**src/rtl/regfile_driver.sv**
```systemverilog
`default_nettype none
// ============================================================================
// Module   : regfile_driver
// Brief    : Multi-cycle register-to-register command engine driving a
//            32-entry register file (read ports 1/2 and the write port).
// Revision : 1.0 - initial release
// ============================================================================
module regfile_driver #(
   parameter int DATAWIDTH = 32,
   parameter int ZERO_REG  = 1
) (
   input  logic                 clk,
   input  logic                 reset,
   input  logic                 cmd_valid,
   output logic                 cmd_ready,
   input  logic [1:0]           cmd_op,
   input  logic [4:0]           cmd_rd,
   input  logic [4:0]           cmd_rs1,
   input  logic [4:0]           cmd_rs2,
   input  logic [DATAWIDTH-1:0] cmd_imm,
   output logic [4:0]           readReg1,
   output logic [4:0]           readReg2,
   input  logic [DATAWIDTH-1:0] readData1,
   input  logic [DATAWIDTH-1:0] readData2,
   output logic [4:0]           writeReg,
   output logic [DATAWIDTH-1:0] writeData,
   output logic                 write,
   output logic                 done,
   output logic [DATAWIDTH-1:0] result
);

   typedef enum logic [1:0] {
      S_IDLE  = 2'd0,
      S_READ  = 2'd1,
      S_EXEC  = 2'd2,
      S_WRITE = 2'd3
   } state_t;

   localparam logic [1:0] c_OP_ADD = 2'b00;
   localparam logic [1:0] c_OP_SUB = 2'b01;
   localparam logic [1:0] c_OP_AND = 2'b10;

   state_t                 r_state;
   state_t                 w_next;
   logic                   w_ready;
   logic                   w_write;
   logic                   w_done;
   logic [DATAWIDTH-1:0]   w_alu;

   logic [1:0]             r_op;
   logic [4:0]             r_rd;
   logic [DATAWIDTH-1:0]   r_imm;
   logic [DATAWIDTH-1:0]   r_op_a;
   logic [DATAWIDTH-1:0]   r_op_b;
   logic [4:0]             r_read_reg1;
   logic [4:0]             r_read_reg2;
   logic [4:0]             r_write_reg;
   logic [DATAWIDTH-1:0]   r_result;

   always_comb begin
      w_next  = r_state;
      w_ready = 1'b0;
      w_write = 1'b0;
      w_done  = 1'b0;
      case (r_state)
         S_IDLE: begin
            w_ready = 1'b1;
            if (cmd_valid) w_next = S_READ;
         end
         S_READ:  w_next = S_EXEC;
         S_EXEC:  w_next = S_WRITE;
         S_WRITE: begin
            w_ready = 1'b1;
            w_done  = 1'b1;
            w_write = !((ZERO_REG != 0) && (r_rd == 5'd0));
            w_next  = cmd_valid ? S_READ : S_IDLE;
         end
         default: w_next = S_IDLE;
      endcase
   end

   always_comb begin
      w_alu = r_imm;
      case (r_op)
         c_OP_ADD: w_alu = r_op_a + r_op_b;
         c_OP_SUB: w_alu = r_op_a - r_op_b;
         c_OP_AND: w_alu = r_op_a & r_op_b;
         default:  w_alu = r_imm;
      endcase
   end

   always_ff @(posedge clk) begin
      if (reset) begin
         r_state     <= S_IDLE;
         r_op        <= 2'b00;
         r_rd        <= 5'd0;
         r_imm       <= '0;
         r_op_a      <= '0;
         r_op_b      <= '0;
         r_read_reg1 <= 5'd0;
         r_read_reg2 <= 5'd0;
         r_write_reg <= 5'd0;
         r_result    <= '0;
      end else begin
         r_state <= w_next;
         // Read addresses are registered at accept so they are valid throughout READ
         if (w_ready && cmd_valid) begin
            r_op        <= cmd_op;
            r_rd        <= cmd_rd;
            r_imm       <= cmd_imm;
            r_read_reg1 <= cmd_rs1;
            r_read_reg2 <= cmd_rs2;
         end
         if (r_state == S_READ) begin
            r_op_a <= readData1;
            r_op_b <= readData2;
         end
         if (r_state == S_EXEC) begin
            r_result    <= w_alu;
            r_write_reg <= r_rd;
         end
      end
   end

   // Gating with reset keeps a mid-command reset from leaking a write pulse
   assign cmd_ready = w_ready & ~reset;
   assign write     = w_write & ~reset;
   assign done      = w_done & ~reset;
   assign readReg1  = r_read_reg1;
   assign readReg2  = r_read_reg2;
   assign writeReg  = r_write_reg;
   assign writeData = r_result;
   assign result    = r_result;

endmodule
`default_nettype wire

```
**config.mk**
```make
export PLATFORM = sky130hd
export DESIGN_NAME = regfile_driver
export DESIGN_NICKNAME = d
export VERILOG_FILES = /design/src/rtl/regfile_driver.sv
export SDC_FILE = /design/constraint.sdc
export NUM_CORES = 1
export LEC_CHECK = 0
export ABC_AREA = 1
export ABC_CLOCK_PERIOD_IN_PS = 3700
export CORE_AREA = 2 2 178 180
export CTS_BUF_LIST = sky130_fd_sc_hd__clkbuf_4
export CTS_CLUSTER_SIZE = 8
export DETAILED_ROUTE_END_ITERATION = 10
export DIE_AREA = 0 0 180 182
export DONT_BUFFER_PORTS = 1
export PLACE_DENSITY_LB_ADDON = 0.25
export SETUP_SLACK_MARGIN = 0.02
export SLEW_MARGIN = 20
export SYNTH_ARGS = -nofsm -noshare
export SYNTH_HDL_FRONTEND = slang
export SYNTH_SLANG_ARGS = --single-unit
```
**constraint.sdc**
```tcl
create_clock -name clk -period 3.7 [get_ports clk]
set_input_delay 0.185 -clock clk [delete_from_list [all_inputs] [get_ports clk]]
set_output_delay 0.185 -clock clk [all_outputs]
set_load 0.03 [all_outputs]
```
==> impl_summary.txt, run 1 <==
----------------------------------------------------
[Outcome]
  Result of the run ... finished clean

[Final layout]
  Final core occ ... 34.7%
  Commonest non-fill, non-tap cell in the layout ... sky130_fd_sc_hd__nand2_1
  Summed area of non-filler cells in the final layout ... 10,800 µm²
  Fraction of final layout cells sized beyond drive strength 1 ... 4.92%
  Final #Nets ... 1,626
  Commonest non-fill, non-tap cells in the layout ... sky130_fd_sc_hd__nand2_1 (273), sky130_fd_sc_hd__nor2_1 (238), sky130_fd_sc_hd__o21ai_0 (177), sky130_fd_sc_hd__inv_1 (152), sky130_fd_sc_hd__dfxtp_1 (152)
  Layout area overhead ... 17.7%

[GRT]
  Initial antenna violation count ... 3
  Total global routing overflow ... 0
  Vias in the first global route ... 8,980
  Fraction of met2 tracks used by global routing ... 31.4%
  GRT Total Usage ... 19.9%
  Global-route track usage on met1 ... 26.6%
  Global-route wire length before repair ... 50.6 mm
  Largest net degree at the start of global routing ... 99
  Met3 track demand over resource ... 4.31%
  Most Used Layer, Global Route ... met2

[Setup path]
  Worst reg2reg setup slack ... 0.33 ns
  Terminus of the critical flop-to-flop path ... result[28]
  Crit path capture ... result[28]
  Critical path capture point type ... flip-flop
  Worst Reg2Reg Path Length in Cells ... 18
  WS Path Type ... reg2reg
  Maximum fanout along the worst path ... 5
  Launch point of the worst path ... r_op_b[0]
  Startpoint types ... flip-flop
  Req. time, crit path ... 4.23 ns
  Critical Path AT ... 3.90 ns
  FF-to-FF Start ... r_op_b[0]

[Yosys]
  Warning count from the yosys run ... 0
  Post-Synthesis Net Count ... 1,570
  Synthesized instance count ... 1,415
  Largest cells by area after synthesis ... sky130_fd_sc_hd__dfxtp_1 (33%), sky130_fd_sc_hd__nand2_1 (11%), sky130_fd_sc_hd__nor2_1 (9.9%)
  Syn Area/Cell ... 6.46 µm²
  Flops & latches, synth ... 152
  Mapped Area ... 9140 µm²
  Yosys cell types ... 42
  Library cell with the largest summed area after synthesis ... sky130_fd_sc_hd__dfxtp_1
  Sequential share of the synthesized area ... 33.3%
  Top cell type's share of synthesized area ... 33.3%

[Floorplan]
  Placement row count ... 65
  Die area ... 32,800 µm²
  Initial core utilization ... 29.5%
  Core area ... 31,000 µm²
  Die Y ... 182 µm
  Overall die width ... 180 µm
  Boundary Pins ... 198

[Placed design]
  Post-DP HPWL ... 24.6 mm
  Cell Area, Placed ... 9290 µm²
  Placer's final routability congestion estimate ... 0.886
  Number of I/O port buffers ... 0

[Worst hold path]
  Origin of the worst min-delay path ... reset
  Hold path depth ... 2
  Tightest Hold Check Type ... in2reg

[STA]
  Hold Vio Cnt, Final ... 0
  Shortest period the worst path allows ... 3.37 ns
  FMAX ... 296 MHz
  Final period util ... 91.2%
  Clk_skew ... 0.0274 ns
  Fin Hold WS ... 0.211 ns
  Worst-Margin Slew ... 1.04 ns
  Headroom to the max-slew limit ... 30.6%
  Final setup violation count ... 0
  Max-slew violations ... 0
  Final TNS setup ... 0 ns
  RSZ-0062 raised after global routing ... false

[Power]
  Largest vdd supply drop ... 0.324 mV
  Cell area power density ... 1040 nW/µm²
  Power share of the sequential group ... 31.2%
  Internal power summed over all cells ... 0.00481 W
  Part of the total power dissipated in combinational logic ... 58.8%
  Reported net switching power ... 0.00636 W
  Share of power burned in the clock network ... 10.1%
  Switching power as a share of total power ... 56.9%
  Standby leakage power ... 4.94 nW

[Clock tree]
  Level count of the clock H-tree ... 4
  Clock insertion delay at the later pin of the skew report ... 0.61 ns
  Number of clock sinks ... 152
  CTS Root Cell ... sky130_fd_sc_hd__clkbuf_4
  Register clock-pin slew on the reported worst setup and hold paths ... 0.17 ns
  Post-CTS Setup Bufs ... 0
  CTS buffer count ... 17
  CTS Buffer Depth ... 2
  TritonCTS clock tree ... done

[Drt]
  Vias after detailed routing ... 9,151
  Count of antenna-violating nets left after detailed routing ... 0
  Per-cell via count in the routed design ... 4.85
  Average detailed-routed wire length per instance ... 17.3 µm
  Final routed DRC violation total ... 0
  Detailed Route Iter0 Violations ... 650
  Total length of routed wires ... 32.6 mm
  Number of iterations in the first detailed-routing pass ... 5

[Job]
  Number of max-cap violations ... 0

----------------------------------------------------
==> critical path, cell delays in order, from the launching register on <==
cell                       delay, ns
sky130_fd_sc_hd__dfxtp_1        0.36
sky130_fd_sc_hd__inv_1          0.09
sky130_fd_sc_hd__ha_1           0.22
sky130_fd_sc_hd__nand3_4        0.10
sky130_fd_sc_hd__nor2_2         0.14
sky130_fd_sc_hd__nand2_2        0.11
sky130_fd_sc_hd__o21ai_4        0.19
sky130_fd_sc_hd__nand2_4        0.08
sky130_fd_sc_hd__a21oi_4        0.17
sky130_fd_sc_hd__o211ai_1       0.11
sky130_fd_sc_hd__and2_1         0.17
sky130_fd_sc_hd__ha_1           0.39
sky130_fd_sc_hd__nand2_1        0.15
sky130_fd_sc_hd__nor3_1         0.36
sky130_fd_sc_hd__and2_1         0.18
sky130_fd_sc_hd__nand2_1        0.11
sky130_fd_sc_hd__nand3_1        0.11
sky130_fd_sc_hd__nand3_1        0.08
sky130_fd_sc_hd__a21oi_1        0.16
==> per-layer routing <==
layer / routed length (µm) / vias up
li1: - / 4675
met1: 15500 / 4132
met2: 14200 / 292
met3: 1950 / 52
met4: 1000 / 0
met5: 0 / -
==> kinds of logic after synthesis <==
logic type	after synthesis	synth area share, %
simple gates	617	27.6
compound gates	327	19.1
buf+inv	251	11.8
flops	152	33.3
fa+ha+maj	39	5.42
xor+xnor	29	2.78
==> cells in the mapped netlist <==
cell type / n
sky130_fd_sc_hd__clkbuf_1: 49
sky130_fd_sc_hd__nand2_1: 273
sky130_fd_sc_hd__o31ai_1: 1
sky130_fd_sc_hd__buf_2: 6
sky130_fd_sc_hd__nand3b_1: 4
sky130_fd_sc_hd__clkinv_1: 1
sky130_fd_sc_hd__or4_1: 1
sky130_fd_sc_hd__o21bai_1: 6
sky130_fd_sc_hd__nor4_1: 1
sky130_fd_sc_hd__a21oi_1: 96
sky130_fd_sc_hd__a21oi_4: 1
sky130_fd_sc_hd__ha_1: 38
sky130_fd_sc_hd__o21ai_1: 3
sky130_fd_sc_hd__o211ai_1: 2
sky130_fd_sc_hd__inv_1: 154
sky130_fd_sc_hd__nand3_4: 1
sky130_fd_sc_hd__a21o_1: 2
sky130_fd_sc_hd__nand4_1: 9
sky130_fd_sc_hd__or2_0: 2
sky130_fd_sc_hd__nor2_1: 240
sky130_fd_sc_hd__o21ai_0: 177
sky130_fd_sc_hd__nor4_2: 1
sky130_fd_sc_hd__fa_1: 1
sky130_fd_sc_hd__dfxtp_1: 152
sky130_fd_sc_hd__nand2_2: 2
sky130_fd_sc_hd__nand3_1: 56
sky130_fd_sc_hd__inv_2: 5
sky130_fd_sc_hd__nor3_1: 12
sky130_fd_sc_hd__o21ai_4: 1
sky130_fd_sc_hd__xor2_1: 29
sky130_fd_sc_hd__a211oi_1: 1
sky130_fd_sc_hd__buf_4: 33
sky130_fd_sc_hd__nand2_4: 1
sky130_fd_sc_hd__and2_1: 3
sky130_fd_sc_hd__or2_2: 6
sky130_fd_sc_hd__nor2_2: 4
sky130_fd_sc_hd__buf_1: 3
sky130_fd_sc_hd__a32oi_1: 1
sky130_fd_sc_hd__a41oi_1: 1
sky130_fd_sc_hd__o31ai_2: 1
sky130_fd_sc_hd__nand3_2: 1
sky130_fd_sc_hd__a31oi_1: 34
==> stage by stage <==
stage	power, W	std cells	setup slack [ns]
after floorplan	0.00818	1415	0.990
after CTS	0.0112	1886	0.271
after global routing	0.0122	1888	0.0542
after global placement	0.00993	1738	0.347
after detailed placement	0.00992	1738	0.320
final	0.0112	1888	0.325
==> sequential cells by signal, indices dropped and copies added (netlist names) <==
register  flops
r_imm        32
r_state       2
r_op_a       32
readReg2      5
writeReg      5
readReg1      5
result       32
r_rd          5
r_op_b       32
r_op          2
==> how the worst min path moves through the flow <==
stage | endpoint | slack [ns]
2_1_floorplan | r_state[0] | 0.25
4_1_cts | r_state[1] | 0.15
6_report | r_state[1] | 0.21
3_5_place_dp | r_state[0] | 0.26
3_3_place_gp | r_state[0] | 0.26
5_1_grt | r_state[1] | 0.17
==> power groups by stage <==
| stage | Sequential (W) | Clock, W | Combinational, W |
|---|---|---|---|
| after floorplan | 0.00299 | 0 | 0.00518 |
| after global placement | 0.00351 | 0 | 0.00642 |
| after detailed placement | 0.00352 | 0 | 0.00640 |
| after CTS | 0.00348 | 0.00116 | 0.00655 |
| after global routing | 0.00357 | 0.00122 | 0.00745 |
| final | 0.00348 | 0.00112 | 0.00656 |
==> final cells by class <==
class,count,area (µm²)
multi-input combinational,1012,5030
fill,3345,20200
inverter,160,602
tap,402,503
clock inverter,15,174
clock buffer,17,128
antenna,2,5.00
sequential,152,3040
timing repair buffer,128,1280
==> what timing repair did <==
| item | in CTS | in global routing |
|---|---|---|
| resized for setup | 0 | 0 |
| hold buffers | 116 | 0 |
| endpoints found under the hold margin | 115 | 0 |
Power figures use the tool's default switching activity.
==> run 2, diff against run 1 <==
--- a/config.mk
+++ b/config.mk
@@ -7,11 +7,11 @@
 export LEC_CHECK = 0
 export ABC_AREA = 1
 export ABC_CLOCK_PERIOD_IN_PS = 3700
-export CORE_AREA = 2 2 178 180
+export CORE_AREA = 2 2 146 219
 export CTS_BUF_LIST = sky130_fd_sc_hd__clkbuf_4
 export CTS_CLUSTER_SIZE = 8
 export DETAILED_ROUTE_END_ITERATION = 10
-export DIE_AREA = 0 0 180 182
+export DIE_AREA = 0 0 148 221
 export DONT_BUFFER_PORTS = 1
 export PLACE_DENSITY_LB_ADDON = 0.25
 export SETUP_SLACK_MARGIN = 0.02
==> impl_summary.txt, run 2 (synthesized netlist as in run 1, its figures left out) <==
----------------------------------------------------
[Outcome]
  Result of the run ... finished clean (unchanged)

[Power]
  Part of the total power dissipated in combinational logic ... 59.1% (was 58.8%)
  Share of power burned in the clock network ... 10.6% (was 10.1%)
  Reported net switching power ... 0.00644 W (was 0.00636 W)
  Switching power as a share of total power ... 56.2% (was 56.9%)
  Cell area power density ... 1060 nW/µm² (was 1040 nW/µm²)
  Standby leakage power ... 4.99 nW (was 4.94 nW)
  Largest vdd supply drop ... 0.426 mV (was 0.324 mV)
  Power share of the sequential group ... 30.2% (was 31.2%)
  Internal power summed over all cells ... 0.00501 W (was 0.00481 W)

[Floorplan]
  Die Y ... 221 µm (was 182 µm)
  Die area ... 32,700 µm² (was 32,800 µm²)
  Overall die width ... 148 µm (was 180 µm)
  Initial core utilization ... 29.6% (was 29.5%)
  Placement row count ... 79 (was 65)
  Boundary Pins ... 198 (unchanged)
  Core area ... 30,800 µm² (was 31,000 µm²)

[Setup path]
  Largest stage delay, worst path ... 0.39 ns (about the same)
  Worst path cell trace ... inv_1 -> ha_1 -> nand3_4 -> nor2_2 -> nand2_2 -> o21ai_4 -> nand2_4 -> a21oi_4 -> o211ai_1 -> and2_1 -> ha_1 -> nand2_1 -> nor2_1 -> nand2_1 -> inv_1 -> nand2_1 -> nand2_1 -> a21oi_1 -> nand2_1 -> nand3_1 -> a21oi_1 (was inv_1 -> ha_1 -> nand3_4 -> nor2_2 -> nand2_2 -> o21ai_4 -> nand2_4 -> a21oi_4 -> o211ai_1 -> and2_1 -> ha_1 -> nand2_1 -> nor3_1 -> and2_1 -> nand2_1 -> nand3_1 -> nand3_1 -> a21oi_1)
  Crit path max-delay cell type ... sky130_fd_sc_hd__ha_1 (unchanged)
  CP delay by family, top ... simple AND/OR/NAND/NOR gates (unchanged)
  Maximum fanout along the worst path ... 5 (unchanged)
  Critical path's most frequent cell ... sky130_fd_sc_hd__nand2_1
  Critical Path AT ... 3.91 ns (was 3.90 ns)
  Sum of buffers and inverters on the critical path ... 2 (was 1)
  Critical path capture point type ... flip-flop (unchanged)
  Req. time, crit path ... 4.26 ns (was 4.23 ns)
  Startpoint types ... flip-flop (unchanged)
  WS Path Type ... reg2reg (unchanged)

[GRT]
  Global-route wire length before repair ... 51.6 mm (was 50.6 mm)
  Total global routing overflow ... 0 (unchanged)
  Vias in the first global route ... 9,219 (was 8,980)
  Largest net degree at the start of global routing ... 59 (was 99)
  Initial antenna violation count ... 1 (was 3)
  GRT Total Usage ... 20.5% (was 19.9%)

[STA]
  Headroom to the max-slew limit ... 49.8% (was 30.6%)
  RSZ-0062 raised after global routing ... false (unchanged)
  Final TNS setup ... 0 ns (unchanged)
  Final period util ... 90.8% (was 91.2%)
  Hold Vio Cnt, Final ... 0 (unchanged)
  Worst-Margin Slew ... 0.752 ns (was 1.04 ns)
  Clk_skew ... 0.0313 ns (was 0.0274 ns)
  FMAX ... 298 MHz (was 296 MHz)
  Shortest period the worst path allows ... 3.36 ns (was 3.37 ns)
  Final setup violation count ... 0 (unchanged)
  Max-slew violations ... 0 (unchanged)

[Clock tree]
  CTS Root Cell ... sky130_fd_sc_hd__clkbuf_4 (unchanged)
  Level count of the clock H-tree ... 4 (unchanged)
  Clock insertion delay at the later pin of the skew report ... 0.64 ns (was 0.61 ns)
  Register clock-pin slew on the reported worst setup and hold paths ... 0.13 ns (was 0.17 ns)
  CTS Buffer Depth ... 2 (unchanged)
  Number of clock sinks ... 152 (unchanged)
  Post-CTS Setup Bufs ... 0 (unchanged)
  TritonCTS clock tree ... done (unchanged)
  CTS buffer count ... 17 (unchanged)

[Job]
  Number of max-cap violations ... 0 (unchanged)

[Final layout]
  Summed area of non-filler cells in the final layout ... 10,800 µm² (about the same)
  Commonest non-fill, non-tap cells in the layout ... sky130_fd_sc_hd__nand2_1 (273), sky130_fd_sc_hd__nor2_1 (238), sky130_fd_sc_hd__o21ai_0 (177), sky130_fd_sc_hd__inv_1 (152), sky130_fd_sc_hd__dfxtp_1 (152) (unchanged)
  Layout area overhead ... 18.6% (was 17.7%)
  Filler instances ... 3,406 (was 3,345)
  Fraction of final layout cells sized beyond drive strength 1 ... 5.43% (was 4.92%)
  Final #Nets ... 1,635 (was 1,626)
  Reg area ... 3040 µm² (unchanged)
  Commonest non-fill, non-tap cell in the layout ... sky130_fd_sc_hd__nand2_1 (unchanged)
  Area of the multi-input gates ... 5030 µm² (unchanged)

[Placed design]
  Post-DP HPWL ... 25.8 mm (was 24.6 mm)
  Number of I/O port buffers ... 0 (unchanged)
  Placer's final routability congestion estimate ... 0.908 (was 0.886)
  Cell Area, Placed ... 9350 µm² (was 9290 µm²)

[Drt]
  Per-cell via count in the routed design ... 4.93 (was 4.85)
  Count of antenna-violating nets left after detailed routing ... 0 (unchanged)
  Number of iterations in the first detailed-routing pass ... 5 (unchanged)
  Final routed DRC violation total ... 0 (unchanged)
  Detailed Route Iter0 Violations ... 484 (was 650)
  Vias after detailed routing ... 9,362 (was 9,151)
  Average detailed-routed wire length per instance ... 17.7 µm (was 17.3 µm)
  Total length of routed wires ... 33.7 mm (was 32.6 mm)

[Worst hold path]
  Tightest Hold Check Type ... in2reg (unchanged)

----------------------------------------------------
run 2: cell types whose count changed in the layout (fill, tap and decap cells not counted), sizes merged:
cell,before,now
bufinv,1,4
buf,12,21
inv,169,162
diode,2,1
clkinvlp,0,1
clkinv,5,8
run 2: metal layers:
metal | track usage (%) | share of wire (%) | vias to the layer above
li1 | - | - | 4672
met1 | 23.9 | 42 | 4335
met2 | 35.6 | 49 | 284
met3 | 3.61 | 4.7 | 71
met4 | 10.8 | 4.8 | 0
met5 | 0 | 0 | -
run 2: path summary, 6_finish.rpt:
path	from	end	depth (start not counted)	slack [ns]
max	r_op_b[0]	result[31]	21	0.34
min	reset	readReg1[4]	3	0.15
min reg2reg	r_imm[30]	r_imm[30]	2	0.46
max reg2reg	r_op_b[0]	result[31]	21	0.34
run 2: power groups by stage:
stage / Sequential [W] / Clock (W) / Combinational (W)
5_1_grt: 0.00354 / 0.00130 / 0.00768
6_report: 0.00346 / 0.00122 / 0.00677
2_1_floorplan: 0.00299 / 0 / 0.00518
4_1_cts: 0.00346 / 0.00126 / 0.00678
3_5_place_dp: 0.00350 / 0 / 0.00664
3_3_place_gp: 0.00350 / 0 / 0.00664
run 2: final cells by class:
type | instances | share of cell area (%)
multi-input cells | 1012 | 46.4
flip-flops and latches | 152 | 28.1
repair buffers | 137 | 12.3
inverters | 160 | 5.55
well taps | 405 | 4.68
clock inverters | 15 | 1.82
clock buffers | 17 | 1.18
diodes | 1 | 0.0231
run 2: timing repair:
action                     4_1_cts  5_1_grt
hold buffers                   116        0
setup endpoints to repair        0        0
hold endpoints to repair       115        0
gates resized for setup          0        0
run 2: stage by stage:
stage / hold slack, ns / setup slack (ns) / instances / power [W] / utilization [%]
2_1_floorplan: 0.254 / 0.990 / 1415 / 0.00818 / -
3_3_place_gp: 0.257 / 0.353 / 1750 / 0.0101 / 30.3
3_5_place_dp: 0.257 / 0.357 / 1750 / 0.0101 / 30.3
4_1_cts: 0.0936 / 0.325 / 1898 / 0.0115 / 35.1
5_1_grt: 0.167 / 0.0534 / 1899 / 0.0125 / 35.1
6_report: 0.155 / 0.342 / 1899 / 0.0115 / 35.1
run 2: worst reg2reg max path, cell delays in order (launching register included):
cell and delay [ns]:
sky130_fd_sc_hd__dfxtp_1 0.36, sky130_fd_sc_hd__inv_1 0.10, sky130_fd_sc_hd__ha_1 0.22, sky130_fd_sc_hd__nand3_4 0.10
sky130_fd_sc_hd__nor2_2 0.14, sky130_fd_sc_hd__nand2_2 0.11, sky130_fd_sc_hd__o21ai_4 0.20, sky130_fd_sc_hd__nand2_4 0.09
sky130_fd_sc_hd__a21oi_4 0.18, sky130_fd_sc_hd__o211ai_1 0.10, sky130_fd_sc_hd__and2_1 0.19, sky130_fd_sc_hd__ha_1 0.39
sky130_fd_sc_hd__nand2_1 0.14, sky130_fd_sc_hd__nor2_1 0.23, sky130_fd_sc_hd__nand2_1 0.13, sky130_fd_sc_hd__inv_1 0.07
sky130_fd_sc_hd__nand2_1 0.05, sky130_fd_sc_hd__nand2_1 0.07, sky130_fd_sc_hd__a21oi_1 0.04, sky130_fd_sc_hd__nand2_1 0.08
sky130_fd_sc_hd__nand3_1 0.14, sky130_fd_sc_hd__a21oi_1 0.19
